## src/rtl/sram_port_arbiter.sv

```systemverilog
// Two-port round-robin front end for the 32x33 OpenRAM macro; optional parity via SRAM_PARITY_EN.
// Latency: grant combinational, command registered, read data visible at grant cycle + 2 + READ_LAT.
// Backpressure: none; one grant per cycle, requesters hold req until their gnt.
module sram_port_arbiter #(
    parameter int ADDR_W   = 5,
    parameter int DATA_W   = 32,
    parameter int READ_LAT = 1
) (
    input  logic              clk,
    input  logic              reset,
    input  logic              r0_req,
    input  logic              r0_we,
    input  logic [ADDR_W-1:0] r0_addr,
    input  logic [DATA_W-1:0] r0_wdata,
    output logic              r0_gnt,
    output logic              r0_rvalid,
    output logic [DATA_W-1:0] r0_rdata,
    input  logic              r1_req,
    input  logic              r1_we,
    input  logic [ADDR_W-1:0] r1_addr,
    input  logic [DATA_W-1:0] r1_wdata,
    output logic              r1_gnt,
    output logic              r1_rvalid,
    output logic [DATA_W-1:0] r1_rdata,
    output logic              sram_csb_n,
    output logic              sram_we_n,
    output logic [ADDR_W-1:0] sram_addr,
    output logic [DATA_W:0]   sram_din,
    input  logic [DATA_W:0]   sram_dout,
    output logic              parity_err
);

    logic              last;
    logic              any_gnt;
    logic              sel;
    logic              sel_we;
    logic [ADDR_W-1:0] sel_addr;
    logic [DATA_W-1:0] sel_wdata;
    logic              spare_bit;
    logic [READ_LAT:0] tag_vld;
    logic [READ_LAT:0] tag_port;

    // Contention goes to the port that did not win last; last resets to 1 so port 0 wins first.
    always_comb begin
        r0_gnt    = r0_req && (!r1_req || last);
        r1_gnt    = r1_req && (!r0_req || !last);
        any_gnt   = r0_gnt || r1_gnt;
        sel       = r1_gnt;
        sel_we    = sel ? r1_we    : r0_we;
        sel_addr  = sel ? r1_addr  : r0_addr;
        sel_wdata = sel ? r1_wdata : r0_wdata;
    end

`ifdef SRAM_PARITY_EN
    assign spare_bit = ^sel_wdata;
`else
    assign spare_bit = 1'b0;
`endif

    always_ff @(posedge clk or posedge reset) begin
        if (reset) begin
            last       <= 1'b1;
            sram_csb_n <= 1'b1;
            sram_we_n  <= 1'b1;
            sram_addr  <= '0;
            sram_din   <= '0;
        end else if (any_gnt) begin
            last       <= sel;
            sram_csb_n <= 1'b0;
            sram_we_n  <= ~sel_we;
            sram_addr  <= sel_addr;
            sram_din   <= {spare_bit, sel_wdata};
        end else begin
            sram_csb_n <= 1'b1;
            sram_we_n  <= 1'b1;
        end
    end

    // Stage READ_LAT lines up with the edge on which the macro's dout is valid.
    always_ff @(posedge clk or posedge reset) begin
        if (reset) begin
            tag_vld  <= '0;
            tag_port <= '0;
        end else begin
            tag_vld  <= {tag_vld[READ_LAT-1:0],  any_gnt && !sel_we};
            tag_port <= {tag_port[READ_LAT-1:0], sel};
        end
    end

    always_ff @(posedge clk or posedge reset) begin
        if (reset) begin
            r0_rvalid <= 1'b0;
            r1_rvalid <= 1'b0;
            r0_rdata  <= '0;
            r1_rdata  <= '0;
        end else begin
            r0_rvalid <= tag_vld[READ_LAT] && !tag_port[READ_LAT];
            r1_rvalid <= tag_vld[READ_LAT] &&  tag_port[READ_LAT];
            if (tag_vld[READ_LAT] && !tag_port[READ_LAT])
                r0_rdata <= sram_dout[DATA_W-1:0];
            if (tag_vld[READ_LAT] && tag_port[READ_LAT])
                r1_rdata <= sram_dout[DATA_W-1:0];
        end
    end

`ifdef SRAM_PARITY_EN
    always_ff @(posedge clk or posedge reset) begin
        if (reset)
            parity_err <= 1'b0;
        else if (tag_vld[READ_LAT] && (^sram_dout))
            parity_err <= 1'b1;
    end
`else
    logic spare_unused;
    assign spare_unused = sram_dout[DATA_W];
    assign parity_err   = 1'b0;
`endif

endmodule

```

## config.mk

```make
export PLATFORM = sky130hd
export DESIGN_NAME = sram_port_arbiter
export DESIGN_NICKNAME = d
export VERILOG_FILES = /design/src/rtl/sram_port_arbiter.sv
export SDC_FILE = /design/constraint.sdc
export NUM_CORES = 1
export LEC_CHECK = 0
export ABC_AREA = 1
export BUFFER_PORTS_ARGS = -buffer_cell sky130_fd_sc_hd__buf_2
export CAP_MARGIN = 5
export CORE_AREA = 2 2 113 115
export DETAILED_ROUTE_END_ITERATION = 7
export DIE_AREA = 0 0 115 117
export GPL_ROUTABILITY_DRIVEN = 0
export HOLD_SLACK_MARGIN = 0.03
export PLACE_DENSITY = 0.77
export SKIP_CTS_REPAIR_TIMING = 1
export SLEW_MARGIN = 25
export SYNTH_ARGS = -nofsm -noshare
export SYNTH_HDL_FRONTEND = slang
export SYNTH_SLANG_ARGS = --single-unit
```

## constraint.sdc

```tcl
create_clock -name clk -period 4.8 [get_ports clk]
set_input_delay 0.96 -clock clk [delete_from_list [all_inputs] [get_ports clk]]
set_output_delay 0.96 -clock clk [all_outputs]
set_load 0.05 [all_outputs]
```

Word level (Yosys, flattened, before mapping)
Cells that the tools add are included.
{ "op_classes": {"muxes": 5, "bitwise": 1, "reduce_logical": 13} }
{ "ops": {"columns": ["op", "n"], "rows": [
  ["32-bit two-way mux", 1],
  ["1-bit logical AND", 5],
  ["1-bit logical NOT", 5],
  ["5-bit two-way mux", 1],
  ["1-bit logical OR", 3],
  ["1-bit two-way mux", 3],
  ["1-bit inverter", 1]
]} }
{ "word_totals": {"elab_cells": 30, "reg_bits": 110} }

Depth between registers and ports, before layout
Gate-level depths: netlist (run 1).
{ "depth": {"word_depth": 6, "ltp_mapped": 6} }

Least setup slack after synthesis (run 1)
No wires, ideal clock.
{ "synth_timing": {"path_kind": "input -> output", "from": "input port r1_req", "to": "output port r0_gnt", "arrival_ps": 1985, "required_time_ps": 3840, "cell_stages": 3, "slack_ps": 1855, "path_cell_list": "buf_4 -> buf_4 -> o21ai_1"} }
{ "synth_between": {"elab_chain_cells": 3} }
{ "synth_rtl": {"columns": ["element", "line_no", "source"], "rows": [
  ["start, declared", "18", "input logic r1_req,"],
  ["1-bit logical NOT", "45", "r0_gnt = r0_req && (!r1_req || last);"],
  ["1-bit logical OR", "45", null],
  ["1-bit logical AND", "45", null],
  ["end, declared", "15", "output logic r0_gnt,"]
]} }
No other way between the ends.

Final worst setup path (run 1)
{ "layout_timing": {"from": "input port r0_req", "to": "output port r0_gnt"} }
{ "layout_between": {"elab_chain_cells": 1} }
{ "layout_rtl": {"columns": ["element", "line_no", "source"], "rows": [
  ["start, declared", "11", "input logic r0_req,"],
  ["1-bit logical AND", "45", null]
]} }
No other way between the ends.

==> results of run 1 <==
[registers in the layout (all words and copies together), names as in the netlist]
signal and cells:
sram_csb_n 1, r0_rdata 32, tag_port 2, last 1, sram_din 32, r0_rvalid 1, tag_vld 2, sram_we_n 1
r1_rdata 32, r1_rvalid 1, sram_addr 5
[worst max-delay path by stage]
| stage | cells after the start | startpoint | end |
|---|---|---|---|
| final | 5 | r0_req | r0_gnt |
| after global routing | 5 | r0_req | r0_gnt |
| after CTS | 5 | r0_req | r0_gnt |
| after detailed placement | 5 | r0_req | r0_gnt |
| after global placement | 5 | r0_req | r0_gnt |
| after floorplan | 1 | reset | r0_rdata[0]$_DFFE_PP0P_ |
[cells in the mapped netlist]
master and number:
inv_1 38, clkbuf_1 9, nand3_1 2, nand2_1 220
nand2_2 1, nor2_1 1, nand4_1 37, nand3b_1 37
buf_2 19, inv_2 2, conb_1 1, dfrtp_1 107
o21ai_1 65, buf_4 16, dfstp_2 3
[critical path: stages]
cell and delay [ps]:
buf_2 120, nand2_2 60, buf_4 580, o21ai_1 140, buf_2 250
[layout make-up]
cell class	count	area (um2)	share of cell area
Sequential cell	110	2760	0.443
Multi-Input combinational cell	365	1690	0.272
Timing Repair Buffer	226	1150	0.185
Clock buffer	12	256	0.0412
Tap cell	150	188	0.0302
Inverter	40	155	0.0249
Clock inverter	3	20.0	0.00322
[stage by stage]
stage	utilization	hold slack, ps	power (uW)	cells	worst slack [ps]
global placement	0.483	340	2310	891	1730
floorplan	-	331	2040	559	943
detailed placement	0.483	338	2320	891	1730
finish	0.505	349	2990	906	1720
global route	0.505	371	3140	906	1590
CTS	0.505	353	3020	906	1720
[metal layers]
| layer | vias up | routed length (um) |
|---|---|---|
| li1 | 2179 | - |
| met1 | 2020 | 5020 |
| met2 | 191 | 5830 |
| met3 | 13 | 1120 |
| met4 | 0 | 234 |
| met5 | - | 0 |
[kinds of logic after synthesis]
logic type,synth area share
compound gates,0.0672
buf+inv,0.0825
flops,0.570
other cells,0.000775
simple gates,0.280
[report_power, final]
group          total (uW)  leakage, uW  internal [uW]  switching (uW)
combinational        1120      0.00203            245             874
sequential           1180      0.00133           1100            84.1
clock                 686     0.000131            377             309
total                2990      0.00349           1720            1270
==> results.tsv, run 1 <==
metric	value	unit
cts_sinks	110	
dieWidth	115	um
initial_utilization	0.393	
drive_gt1_frac	0.329	
die-area	13500	um2
io_pins	222	
cts_tree	yes	
synth_top_area_cell	dfrtp_1	
wirelength	12.2	mm
critPathRequiredTime	3840	ps
fillers	1211	
synthDistinctLibCells	15	
numCtsBuffers	9	
synthCells	558	
grt_overflow	0	
die_y	117	um
slew_headroom	0.516	
syn_area	4840	um2
leakagePower	0.00349	uW
coreArea	12300	um2
cp.arrival	2120	ps
num_antenna_cells	0	
startpoint_type	input port	
clk_latency	340	ps
grt-busiest-layer	met2	
grt_start_max_net_pins	84	
vias_per_cell	4.86	
skew	7.94	ps
power.density	480	nW/um2
critical_path_class	in2out	
placed_cell_area	5940	um2
synth_top_area_share	0.553	
cap_violations	0	
grtUsageTotal	0.178	
drc	0	
clockBufferDepth	2	
tightest_slew	726	ps
drt_iter0_drc	290	
syn_area_per_cell	8.67	um2
cts_htree_levels	3	
dr.pass1.iters	5	
hold_viol_final	0	
rows	41	
ys_warn_count	0	
ys_ff_latch	110	
fin_crit_sh	0.641	
tns	0	ps
use_met1	0.222	
peakVddDrop	0.000184	V
slew_viol_final	0	
grt_use_met2	0.295	
min_period	3080	ps
r2r_end	sram_din[7]$_DFFE_PP0P_	
portBuffers	218	
nNetsFinal	865	
use_met3	0.0510	
ys_seq_area_frac	0.570	
clock.fmax	0.325	GHz
fin_area	6220	um2
antenna_found_initial	0	
r2r_start	last$_DFFE_PP1P_	
rr_worst_depth	5	
cts_root_buf	clkbuf_16	
final_cell_mix	nand2_1 (218), buf_2 (218), dfrtp_1 (107)	
holdPathStages	0	
ys_top_cells_by_area	dfrtp_1 (55%), nand2_1 (17%), o21ai_1 (6.7%), nand3b_1 (5.7%), nand4_1 (4.8%)	
routedWlPerCell	13.5	um
ant_nets	0	
hpwl	8.49	mm
worstHoldStart	tag_vld[0]$_DFF_PP0_	
setup_viol	0	
crit_fanout	77	
hold_end	tag_vld[1]$_DFF_PP0_	
routed-via-count	4403	
hp-class	reg2reg	
grt_pass1_vias	3875	
outcome	completed	
area_growth	28.5	%
grt_pass1_wl	18.8	mm
grt_setup_unrepaired	no	
clkTransAtPathRegs	60	ps
end_kind	output port	
regToRegSetupSlack	3300	ps
Note: power is estimated with default switching activity, not from simulation.
==> inputs of run 2 (changes only) <==
PLACE_DENSITY = 0.8   (was 0.77)
clock period = 2.6 ns   (was 4.8 ns; I/O delays follow)
==> run 2 against run 1 <==
Global-route usage increased by 0.33 points. Via count decreased by 0.57%. Final cell count increased by 0.44%. Sequential power increased by 85%. Worst hold slack got worse by 30 ps. Clock skew increased by 2.4 ps. Critical endpoint unchanged. Largest cell class unchanged.
==> results.tsv, run 2 (synthesis gave the netlist of run 1 again) <==
metric	value	unit
cts_tree	yes	
hp-class	in2async	
clockBufferDepth	2	
seq_area	2760	um2
slew_viol_final	0	
portBuffers	218	
peakVddDrop	0.000268	V
grt_setup_unrepaired	no	
clkTransAtPathRegs	80	ps
die_y	117	um
drc	0	
num_antenna_cells	0	
vias_per_cell	4.81	
tns	0	ps
min_period	1890	ps
power.density	900	nW/um2
die-area	13500	um2
setup_slack	714	ps
grt_pass1_wl	19.4	mm
rows	41	
coreArea	12300	um2
crit_start	last$_DFFE_PP1P_	
numCtsBuffers	9	
grt_overflow	0	
io_pins	222	
routed-via-count	4378	
cts_htree_levels	3	
clk_latency	350	ps
crit_fanout	7	
final_cell_mix	nand2_1 (218), buf_2 (218), dfrtp_1 (107)	
drive_gt1_frac	0.333	
reg_top3	r0_rdata x32, r1_rdata x32, sram_din x32	
r2r_end	tag_vld[0]$_DFF_PP0_	
hpwl	8.56	mm
grt_start_max_net_pins	73	
placed_cell_area	5990	um2
r2r_start	last$_DFFE_PP1P_	
nNetsFinal	868	
antenna_found_initial	0	
critPathRequiredTime	2080	ps
cp.arrival	1370	ps
routedWlPerCell	13.5	um
area_growth	30.1	%
tightest_slew	826	ps
post-place-cells	894	
regToRegSetupSlack	1030	ps
multiInputGateArea	1690	um2
initial_utilization	0.393	
cts_sinks	110	
clock.fmax	0.530	GHz
critical_path_class	reg2out	
slew_headroom	0.448	
setup_viol	0	
rr_worst_depth	5	
grt_pass1_vias	4096	
cts_root_buf	clkbuf_16	
startpoint_type	register	
grtUsageTotal	0.181	
hold_viol_final	0	
wirelength	12.3	mm
fin_crit_sh	0.725	
dr.pass1.iters	4	
dieWidth	115	um
outcome	completed	
skew	10.3	ps
cap_violations	0	
fin_cells	910	
ant_nets	0	
leakagePower	0.00353	uW
fin_area	6290	um2
fillers	1162	
end_kind	output port	
drt_iter0_drc	289	
dp_slack	757	ps
run 2: cell types whose count changed in the layout (fill, tap and decap cells not counted), sizes merged:
cell / change
clkinv: +1
clkinvlp: -1
clkbuf: -2
bufinv: +1
inv: +2
buf: +3
run 2: through the flow:
stage	util	total power, uW	hold WS, ps
finish	0.511	5670	319
global route	0.511	5970	357
CTS	0.511	5730	353
detailed placement	0.486	4300	336
global placement	0.486	4270	338
floorplan	-	3770	331
run 2: how the worst max path moves through the flow:
stage	end	slack (ps)	cells after the start
floorplan	r0_gnt	530	3
global placement	tag_vld[0]$_DFF_PP0_	770	6
detailed placement	tag_vld[0]$_DFF_PP0_	760	6
CTS	r0_gnt	700	3
global route	r0_gnt	660	3
finish	r0_gnt	710	3
run 2: power breakdown:
part | leakage, uW | switching, uW | internal [uW] | total (uW)
logic | 0.00205 | 1620 | 460 | 2080
registers | 0.00133 | 155 | 2020 | 2180
clock network | 0.000150 | 645 | 766 | 1410
total | 0.00353 | 2420 | 3250 | 5670
run 2: routing by layer:
metal / wire [um] / vias up / GRT usage / part of all wire
met4: 280 / 0 / 0.0779 / 0.023
li1: - / 2180 / - / -
met1: 5450 / 1976 / 0.231 / 0.44
met2: 5460 / 203 / 0.295 / 0.44
met5: 0 / - / 0 / 0
met3: 1120 / 19 / 0.0463 / 0.091
run 2: area by class of cell:
| cell class | instances | share of cell area |
|---|---|---|
| Tap cell | 150 | 0.0298 |
| Sequential cell | 110 | 0.438 |
| Clock buffer | 10 | 0.0364 |
| Multi-Input combinational cell | 365 | 0.269 |
| Clock inverter | 6 | 0.0121 |
| Inverter | 40 | 0.0244 |
| Timing Repair Buffer | 229 | 0.190 |
run 2: critical path, cell delays in order (launching register included):
cell     delay (ps)
dfstp_2         550
nand2_2         100
o21ai_1         100
buf_2           270
==> inputs of run 3 (changes only) <==
ABC_AREA = 0   (was 1)
CORE_AREA = 2 2 116 118   (was 2 2 113 115)
DIE_AREA = 0 0 118 120   (was 0 0 115 117)
PLACE_DENSITY = 0.76   (was 0.8)
clock period = 1.8 ns   (was 2.6 ns; I/O delays follow)
==> run 3 against run 2 <==
Setup slack got worse by 620 ps. Critical path type unchanged. Worst hold slack got worse by 150 ps. Clock power up 28%. Largest cell class unchanged. Final cell count is 16% lower. Routed wire length fell by 1.9%. Register-to-register slack got worse by 740 ps.
==> results.tsv, run 3 <==
metric	value	unit
outcome	completed	
critPathRequiredTime	1440	ps
coreArea	13000	um2
hpwl	8.90	mm
clkTransAtPathRegs	70	ps
hp-class	in2reg	
power.density	1330	nW/um2
num_antenna_cells	0	
leakagePower	0.00340	uW
placed_cell_area	6260	um2
dieWidth	118	um
cts_tree	yes	
skew	6.79	ps
fin_area	6550	um2
tns	0	ps
power	8740	uW
startpoint_type	register	
critical_path_class	reg2out	
cp.arrival	1350	ps
cts_root_buf	clkbuf_16	
drive_gt1_frac	0.564	
cts_htree_levels	3	
r2r_end	sram_din[26]$_DFFE_PP0P_	
portBuffers	218	
syn_area	5050	um2
cap_violations	0	
area_growth	29.6	%
synth_top_area_cell	dfrtp_1	
clk_latency	340	ps
regToRegSetupSlack	290	ps
synth_edf_count	0	
initial_utilization	0.389	
setup_slack	91.4	ps
cts_sinks	110	
grt_setup_unrepaired	no	
grtUsageTotal	0.178	
synthMostInstantiatedCell	dfrtp_1	
holdWs	166	ps
seqPwrFrac	0.375	
synth_commonest_cells	dfrtp_1 (107), a31oi_1 (37), mux2i_1 (37)	
die_y	120	um
crit_fanout	4	
drt_iter0_drc	178	
slew_headroom	0.546	
grt_start_max_net_pins	77	
synthCells	371	
grt_pass1_vias	3963	
ys_top_cells_by_area	dfrtp_1 (53%), mux2_4 (8.6%), mux2_2 (7.8%), mux2i_1 (7.3%), a31oi_1 (4.6%)	
numCtsBuffers	9	
synthDistinctLibCells	25	
fin_crit_sh	0.949	
end_kind	output port	
p_sw_frac	0.427	
dp_slack	162	ps
die-area	14200	um2
syn_area_per_cell	13.6	um2
ys_seq_area_frac	0.546	
slew_viol_final	0	
routedWlPerCell	15.8	um
crit_start	last$_DFFE_PP1P_	
wirelength	12.1	mm
setup_viol	0	
combinationalPowerShare	0.417	
min_period	1710	ps
dr.pass1.iters	4	
clock.fmax	0.585	GHz
synth_top_area_share	0.530	
grt_pass1_wl	20.1	mm
synthArstFlopShare	1.00	
routed-via-count	3798	
io_pins	222	
power.internal	5000	uW
peakVddDrop	0.000494	V
tightest_slew	681	ps
grt_overflow	0	
ant_nets	0	
ys_ff_latch	110	
reg_top3	r0_rdata x32, r1_rdata x32, sram_din x32	
vias_per_cell	4.98	
antenna_found_initial	0	
drc	0	
layout_commonest_cell	buf_2	
switchingPower	3730	uW
ys_dominant_reg_cell	dfrtp_1	
rows	42	
clockBufferDepth	2	
power_frac_clock	0.208	
final_cell_mix	buf_2 (217), dfrtp_1 (107), mux2i_1 (37), a31oi_1 (37), mux2_2 (35)	
rr_worst_depth	4	
ys_warn_count	0	
endpoint	r0_gnt	
r2r_start	last$_DFFE_PP1P_	
nNetsFinal	695	
hold_viol_final	0	
[run 3: routing by layer]
layer / track usage / wire length (um) / part of all wire
met2: 0.291 / 5820 / 0.48
met5: 0 / 0 / 0
met3: 0.0532 / 1040 / 0.086
met1: 0.221 / 5060 / 0.42
met4: 0.0693 / 167 / 0.014
[run 3: how the worst min path moves through the flow]
stage	start	end	slack, ps	cells past startpoint
after floorplan	tag_port[0]$_DFF_PP0_	tag_port[1]$_DFF_PP0_	330	0
after global placement	reset	r1_rdata[6]$_DFFE_PP0P_	310	2
after detailed placement	reset	r1_rdata[2]$_DFFE_PP0P_	320	2
after CTS	reset	r1_rdata[2]$_DFFE_PP0P_	-60	2
after global routing	r1_we	sram_we_n$_DFF_PP1_	170	2
final	r1_we	sram_we_n$_DFF_PP1_	170	2
[run 3: cell type report]
class	count	area (um2)
multi-input cells	224	2030
fillers	1149	6430
clock buffers	10	229
clock inverters	6	37.5
inverters	5	22.5
well taps	176	220
flip-flops and latches	110	2760
repair buffers	232	1250
[run 3: cells by family (layout without fill, tap and decap cells)]
logic type | after synthesis | count (layout) | synth area share
other cells | 1 | 2 | 0.000742
mux | 101 | 101 | 0.237
buf+inv | 38 | 253 | 0.0545
simple gates | 43 | 43 | 0.0743
compound gates | 78 | 78 | 0.0874
flops | 110 | 110 | 0.546
[run 3: metrics by stage]
stage          cells   util
3_3_place_gp     745  0.482
4_1_cts          761  0.503
6_report         763  0.504
5_1_grt          763  0.504
2_1_floorplan    372      -
3_5_place_dp     745  0.482
[run 3: critical path, cell delays in order (launching register included)]
cell and delay, ps:
dfstp_2 560, nand2b_2 130, nand2_1 70, inv_1 90, buf_6 170
[run 3: power by group through the flow]
| stage | combinational (uW) | sequential (uW) | clock [uW] |
|---|---|---|---|
| final | 3640 | 3280 | 1810 |
| after global routing | 3820 | 3340 | 2000 |
| after CTS | 3660 | 3290 | 1870 |
| after detailed placement | 3660 | 3320 | 0 |
| after global placement | 3600 | 3290 | 0 |
| after floorplan | 959 | 5130 | 0 |
